### config.mk
export PLATFORM = sky130hd
export DESIGN_NAME = sha256_multiblock_core
export DESIGN_NICKNAME = d
export VERILOG_FILES = /design/src/rtl/sha256_multiblock_core.sv
export SDC_FILE = /design/constraint.sdc
export NUM_CORES = 2
export LEC_CHECK = 0
export ABC_AREA = 1
export CAP_MARGIN = 20
export CORE_AREA = 2 2 405 407
export CTS_BUF_LIST = sky130_fd_sc_hd__clkbuf_8
export DETAILED_ROUTE_END_ITERATION = 8
export DIE_AREA = 0 0 407 409
export PLACE_DENSITY_LB_ADDON = 0.1
export SLEW_MARGIN = 30
export SYNTH_ARGS = -nofsm -noshare
export SYNTH_HDL_FRONTEND = slang
export SYNTH_SLANG_ARGS = --single-unit
### constraint.sdc
create_clock -name clk -period 10.5 [get_ports clk]
set_clock_uncertainty 0.2 [all_clocks]
set_input_delay 1.05 -clock clk [delete_from_list [all_inputs] [get_ports clk]]
set_output_delay 1.05 -clock clk [all_outputs]
set_load 0.01 [all_outputs]
### src/rtl/sha256_multiblock_core.sv
// SHA-256 compression over 1..MAX_BLOCKS pre-padded blocks, chaining H between blocks.
// Per block: 64/ROUNDS_PER_CYCLE compute cycles + 1 add cycle; blocks taken on a valid/ready handshake.
module sha256_multiblock_core #(
    parameter int MAX_BLOCKS       = 16,
    parameter int ROUNDS_PER_CYCLE = 1,
    localparam int NBW             = $clog2(MAX_BLOCKS + 1)
) (
    input  logic             clk,
    input  logic             reset_n,
    input  logic             start,
    input  logic [NBW-1:0]   num_blocks,
    input  logic [7:0][31:0] init_hash,
    input  logic [15:0][31:0] blk_data,
    input  logic             blk_valid,
    output logic             blk_ready,
    output logic [7:0][31:0] hash_out,
    output logic             done,
    output logic             err,
    output logic             busy
);

    typedef enum logic [2:0] {IDLE, WAIT_BLK, COMPUTE, ADD, FINISH} state_t;

    localparam logic [NBW-1:0] MAX_NB     = NBW'(MAX_BLOCKS);
    localparam logic [5:0]     LAST_GROUP = 6'(64 - ROUNDS_PER_CYCLE);
    localparam logic [5:0]     RND_STEP   = 6'(ROUNDS_PER_CYCLE);

    localparam logic [31:0] K [64] = '{
        32'h428a2f98, 32'h71374491, 32'hb5c0fbcf, 32'he9b5dba5, 32'h3956c25b, 32'h59f111f1, 32'h923f82a4, 32'hab1c5ed5,
        32'hd807aa98, 32'h12835b01, 32'h243185be, 32'h550c7dc3, 32'h72be5d74, 32'h80deb1fe, 32'h9bdc06a7, 32'hc19bf174,
        32'he49b69c1, 32'hefbe4786, 32'h0fc19dc6, 32'h240ca1cc, 32'h2de92c6f, 32'h4a7484aa, 32'h5cb0a9dc, 32'h76f988da,
        32'h983e5152, 32'ha831c66d, 32'hb00327c8, 32'hbf597fc7, 32'hc6e00bf3, 32'hd5a79147, 32'h06ca6351, 32'h14292967,
        32'h27b70a85, 32'h2e1b2138, 32'h4d2c6dfc, 32'h53380d13, 32'h650a7354, 32'h766a0abb, 32'h81c2c92e, 32'h92722c85,
        32'ha2bfe8a1, 32'ha81a664b, 32'hc24b8b70, 32'hc76c51a3, 32'hd192e819, 32'hd6990624, 32'hf40e3585, 32'h106aa070,
        32'h19a4c116, 32'h1e376c08, 32'h2748774c, 32'h34b0bcb5, 32'h391c0cb3, 32'h4ed8aa4a, 32'h5b9cca4f, 32'h682e6ff3,
        32'h748f82ee, 32'h78a5636f, 32'h84c87814, 32'h8cc70208, 32'h90befffa, 32'ha4506ceb, 32'hbef9a3f7, 32'hc67178f2
    };

    state_t            state;
    logic [7:0][31:0]  h_reg;
    logic [7:0][31:0]  wv;       // working vars, wv[0] = a ... wv[7] = h
    logic [15:0][31:0] w;        // sliding schedule window, w[0] = W[t]
    logic [NBW-1:0]    nblk;
    logic [NBW-1:0]    blk_cnt;
    logic [5:0]        rnd_idx;
    logic [7:0][31:0]  wv_nxt;
    logic [15:0][31:0] w_nxt;
    logic [7:0][31:0]  h_sum;

    function automatic logic [31:0] rotr(input logic [31:0] x, input int n);
        return (x >> n) | (x << (32 - n));
    endfunction

    function automatic logic [31:0] sched_next(input logic [15:0][31:0] x);
        logic [31:0] s0;
        logic [31:0] s1;
        s0 = rotr(x[1], 7) ^ rotr(x[1], 18) ^ (x[1] >> 3);
        s1 = rotr(x[14], 17) ^ rotr(x[14], 19) ^ (x[14] >> 10);
        return s1 + x[9] + s0 + x[0];
    endfunction

    function automatic logic [7:0][31:0] sha_round(input logic [7:0][31:0] v,
                                                   input logic [31:0] wt,
                                                   input logic [31:0] kt);
        logic [31:0] t1;
        logic [31:0] t2;
        t1 = v[7] + (rotr(v[4], 6) ^ rotr(v[4], 11) ^ rotr(v[4], 25))
                  + ((v[4] & v[5]) ^ (~v[4] & v[6])) + kt + wt;
        t2 = (rotr(v[0], 2) ^ rotr(v[0], 13) ^ rotr(v[0], 22))
           + ((v[0] & v[1]) ^ (v[0] & v[2]) ^ (v[1] & v[2]));
        return {v[6], v[5], v[4], v[3] + t1, v[2], v[1], v[0], t1 + t2};
    endfunction

    // ROUNDS_PER_CYCLE rounds chained combinationally; the window shifts once per round.
    always_comb begin
        logic [7:0][31:0]  s;
        logic [15:0][31:0] x;
        s = wv;
        x = w;
        for (int j = 0; j < ROUNDS_PER_CYCLE; j++) begin
            s = sha_round(s, x[0], K[rnd_idx + 6'(j)]);
            x = {sched_next(x), x[15:1]};
        end
        wv_nxt = s;
        w_nxt  = x;
    end

    always_comb begin
        h_sum = '0;
        for (int i = 0; i < 8; i++) h_sum[i] = h_reg[i] + wv[i];
    end

    assign blk_ready = (state == WAIT_BLK);
    assign busy      = (state != IDLE);

    always_ff @(posedge clk or negedge reset_n) begin
        if (!reset_n) begin
            state    <= IDLE;
            h_reg    <= '0;
            wv       <= '0;
            w        <= '0;
            nblk     <= '0;
            blk_cnt  <= '0;
            rnd_idx  <= '0;
            hash_out <= '0;
            done     <= 1'b0;
            err      <= 1'b0;
        end else begin
            done <= 1'b0;
            err  <= 1'b0;
            case (state)
                IDLE: begin
                    if (start) begin
                        if (num_blocks != '0 && num_blocks <= MAX_NB) begin
                            h_reg   <= init_hash;
                            nblk    <= num_blocks;
                            blk_cnt <= '0;
                            state   <= WAIT_BLK;
                        end else begin
                            err <= 1'b1;
                        end
                    end
                end
                WAIT_BLK: begin
                    if (blk_valid) begin
                        w       <= blk_data;
                        wv      <= h_reg;
                        rnd_idx <= '0;
                        state   <= COMPUTE;
                    end
                end
                COMPUTE: begin
                    wv      <= wv_nxt;
                    w       <= w_nxt;
                    rnd_idx <= rnd_idx + RND_STEP;
                    if (rnd_idx == LAST_GROUP) state <= ADD;
                end
                ADD: begin
                    h_reg   <= h_sum;
                    blk_cnt <= blk_cnt + NBW'(1);
                    // Digest is registered on the way into FINISH so done is high during FINISH.
                    if (blk_cnt + NBW'(1) == nblk) begin
                        hash_out <= h_sum;
                        done     <= 1'b1;
                        state    <= FINISH;
                    end else begin
                        state <= WAIT_BLK;
                    end
                end
                FINISH:  state <= IDLE;
                default: state <= IDLE;
            endcase
        end
    end

endmodule

==> metrics.cfg <==
[outcome]
status = finished clean

[route]
drc = 0
avgRoutedWirePerCell_um = 26.6
via_per_inst = 6.25
routed_wl_mm = 403
drtPass1Iterations = 8
dr_total_vias = 94500
postRouteAntennaNets = 0
drt-initial-drc-count = 14900

[clock_tree]
cts_buffer_depth = 3
clk_pin_slew_ps = 70
cts_made_buffers = 220
cts_tree = built
clkLatencyLatePin_ps = 1110
cts_resized = 0
h-tree-depth = 4
root_buffer = clkbuf_8
cts_sinks = 1301

[global_route]
grt_start_max_net_pins = 256
grt_pass1_wl_mm = 580
grt_antenna_before_repair = 83
grt_pass1_vias = 89600
grtUsageTotal = 0.469
grt_overflow = 0

[final_layout]
multi_input_area_sq_um = 48600
final-seq-area_sq_um = 32600
fin_cells = 15100
regMostFlops = w
n_fill_cell = 13200
final_cell_area_sq_um = 106000
drive_gt1_frac = 0.0368
largest_reg_flops = 512
final_core_util = 0.655
nets = 14100
syn_to_final_growth_pct = 18.5

[worst_setup_path]
cp-startpoint = rnd_idx[0]
reg2regPathDepth = 35
path_class = reg -> reg
worstSetupEndpointType = flop
r2r-end = wv[29]
path_max_fanout = 13
start_kind = flop
r2r_slack_ps = 1250
cpMaxStageDelayCell = o32ai_1
rr_startpoint = rnd_idx[0]
worstPathRequired_ps = 11270
crit_path_end = wv[29]
cp_common_cell = inv_1
crit_path_max_incr_delay_ps = 640
worstPathArrival_ps = 10020

[logic_synthesis]
yosys.area.top_type = dfrtp_1
yosys_warnings = 0
synth-edff-count = 0
ys_top_cells_by_area = dfrtp_1, nand2_1, o21ai_0
yosys_register_bits = 1301
synth_fp_nets = 13300
syn_area_sq_um = 89500
async_flop_share = 1.00
synth.avg_cell_area_sq_um = 7.47
ys_types = 58
synth_top_area_frac = 0.364
synth_ff_type = dfrtp_1
ys_seq_area_frac = 0.364
netlist_instances = 12000

[sta]
fmax_ghz = 0.108
finalHoldViolCount = 0
worst_pin_slew_ps = 1120
final.min_clock_period_ps = 9250
setup_violations = 0
max_slew_margin = 0.253
tns_ps = 0
timing.final.max_slew_violations = 0
post-route-period-util = 0.881
grt_setup_unrepaired = false

[placed_design]
hpwl_mm = 310
placedCellCount = 14700
io_buffers = 1036
placed_area_sq_um = 101000
gp_congestion = 1.09

[die]
die_x_um = 407
initial_utilization = 0.552
die_y_um = 409
io_pins = 1037
core_sq_um = 162000
row_count = 148
die_area_sq_um = 166000

[hold_path]
hold_depth = 2
min-delay-path-class = reg -> reg

[run]
drv_cap = 0

-- Yosys cell counts (60+ instances only) --
cell	n
a21oi_1	739
nor3_1	119
inv_1	1544
o21bai_1	67
nand3_1	325
a31oi_1	187
o21ai_0	1265
nor2_1	819
nand2_1	2894
clkbuf_1	403
ha_1	391
fa_1	195
dfrtp_1	1301
o211ai_1	592
a21o_1	60
buf_2	159
xor2_1	281
xnor2_1	182
-- what timing repair did --
| action | in CTS | in global routing |
|---|---|---|
| hold buffers | 1 | 0 |
| hold endpoints to repair | 120 | 0 |
| setup buffers | 0 | 0 |
-- cells by family after synthesis --
| group | count (synthesis) | synth area share |
|---|---|---|
| flip-flops | 1301 | 0.364 |
| XOR/XNOR | 463 | 0.0453 |
| buffers and inverters | 2153 | 0.0936 |
| adder cells (fa/ha/maj) | 586 | 0.0983 |
| AND/OR/NAND/NOR | 4291 | 0.191 |
| AO/OA/AOI/OAI | 3182 | 0.208 |
-- cell type report --
cell class / instances / share of cell area
tap: 2175 / 0.0257
clock buffer: 271 / 0.0352
antenna: 67 / 0.00158
multi-input combinational: 8522 / 0.458
timing repair buffer: 1117 / 0.107
inverter: 1549 / 0.0552
sequential: 1301 / 0.307
clock inverter: 127 / 0.0105
-- critical path: cells and delay by family (launching register included) --
| kind | cells | cell delay, ps |
|---|---|---|
| AOI/OAI and AO/OA | 10 | 2420 |
| and+or+nand+nor | 10 | 1470 |
| buffers and inverters | 6 | 860 |
| adders and majority gates | 7 | 3250 |
| DFF | 1 | 620 |
| xor gates and xnor gates | 2 | 340 |
-- worst min-delay path by stage --
stage                    end  slack (ps)           from
6_report       hash_out[234]         280  hash_out[234]
5_1_grt        hash_out[234]         300  hash_out[234]
3_5_place_dp   hash_out[194]         260  hash_out[194]
2_1_floorplan        nblk[4]         260        nblk[4]
4_1_cts        hash_out[234]         280  hash_out[234]
3_3_place_gp   hash_out[234]         260  hash_out[234]
-- layout by cell type (no fill, tap or decap), types with 115 or more instances in the layout --
cell,n
nand2_1,2894
xor2_1,281
clkbuf_8,271
clkdlybuf4s50_1,1035
a21oi_1,738
ha_1,391
o211ai_1,592
nor2_1,817
dfrtp_1,1300
o21ai_0,1258
xnor2_1,182
a31oi_1,187
nor3_1,115
nand3_1,325
inv_1,1610
fa_1,195
-- metrics by stage --
step	setup WS, ps	hold slack (ps)
floorplan	3130	261
CTS	1640	280
global placement	1640	256
detailed placement	1610	262
finish	1250	281
global route	759	304
-- metal layers --
| layer | track usage | vias to the layer above | routed length (um) |
|---|---|---|---|
| li1 | - | 41000 | - |
| met1 | 0.614 | 45000 | 152000 |
| met2 | 0.679 | 6877 | 171000 |
| met3 | 0.142 | 1522 | 51000 |
| met4 | 0.286 | 38 | 29000 |
| met5 | 0.00117 | - | 336 |
Power is not shown: default switching activity piles up to over one toggle a cycle in this logic, so the estimate is an artifact.
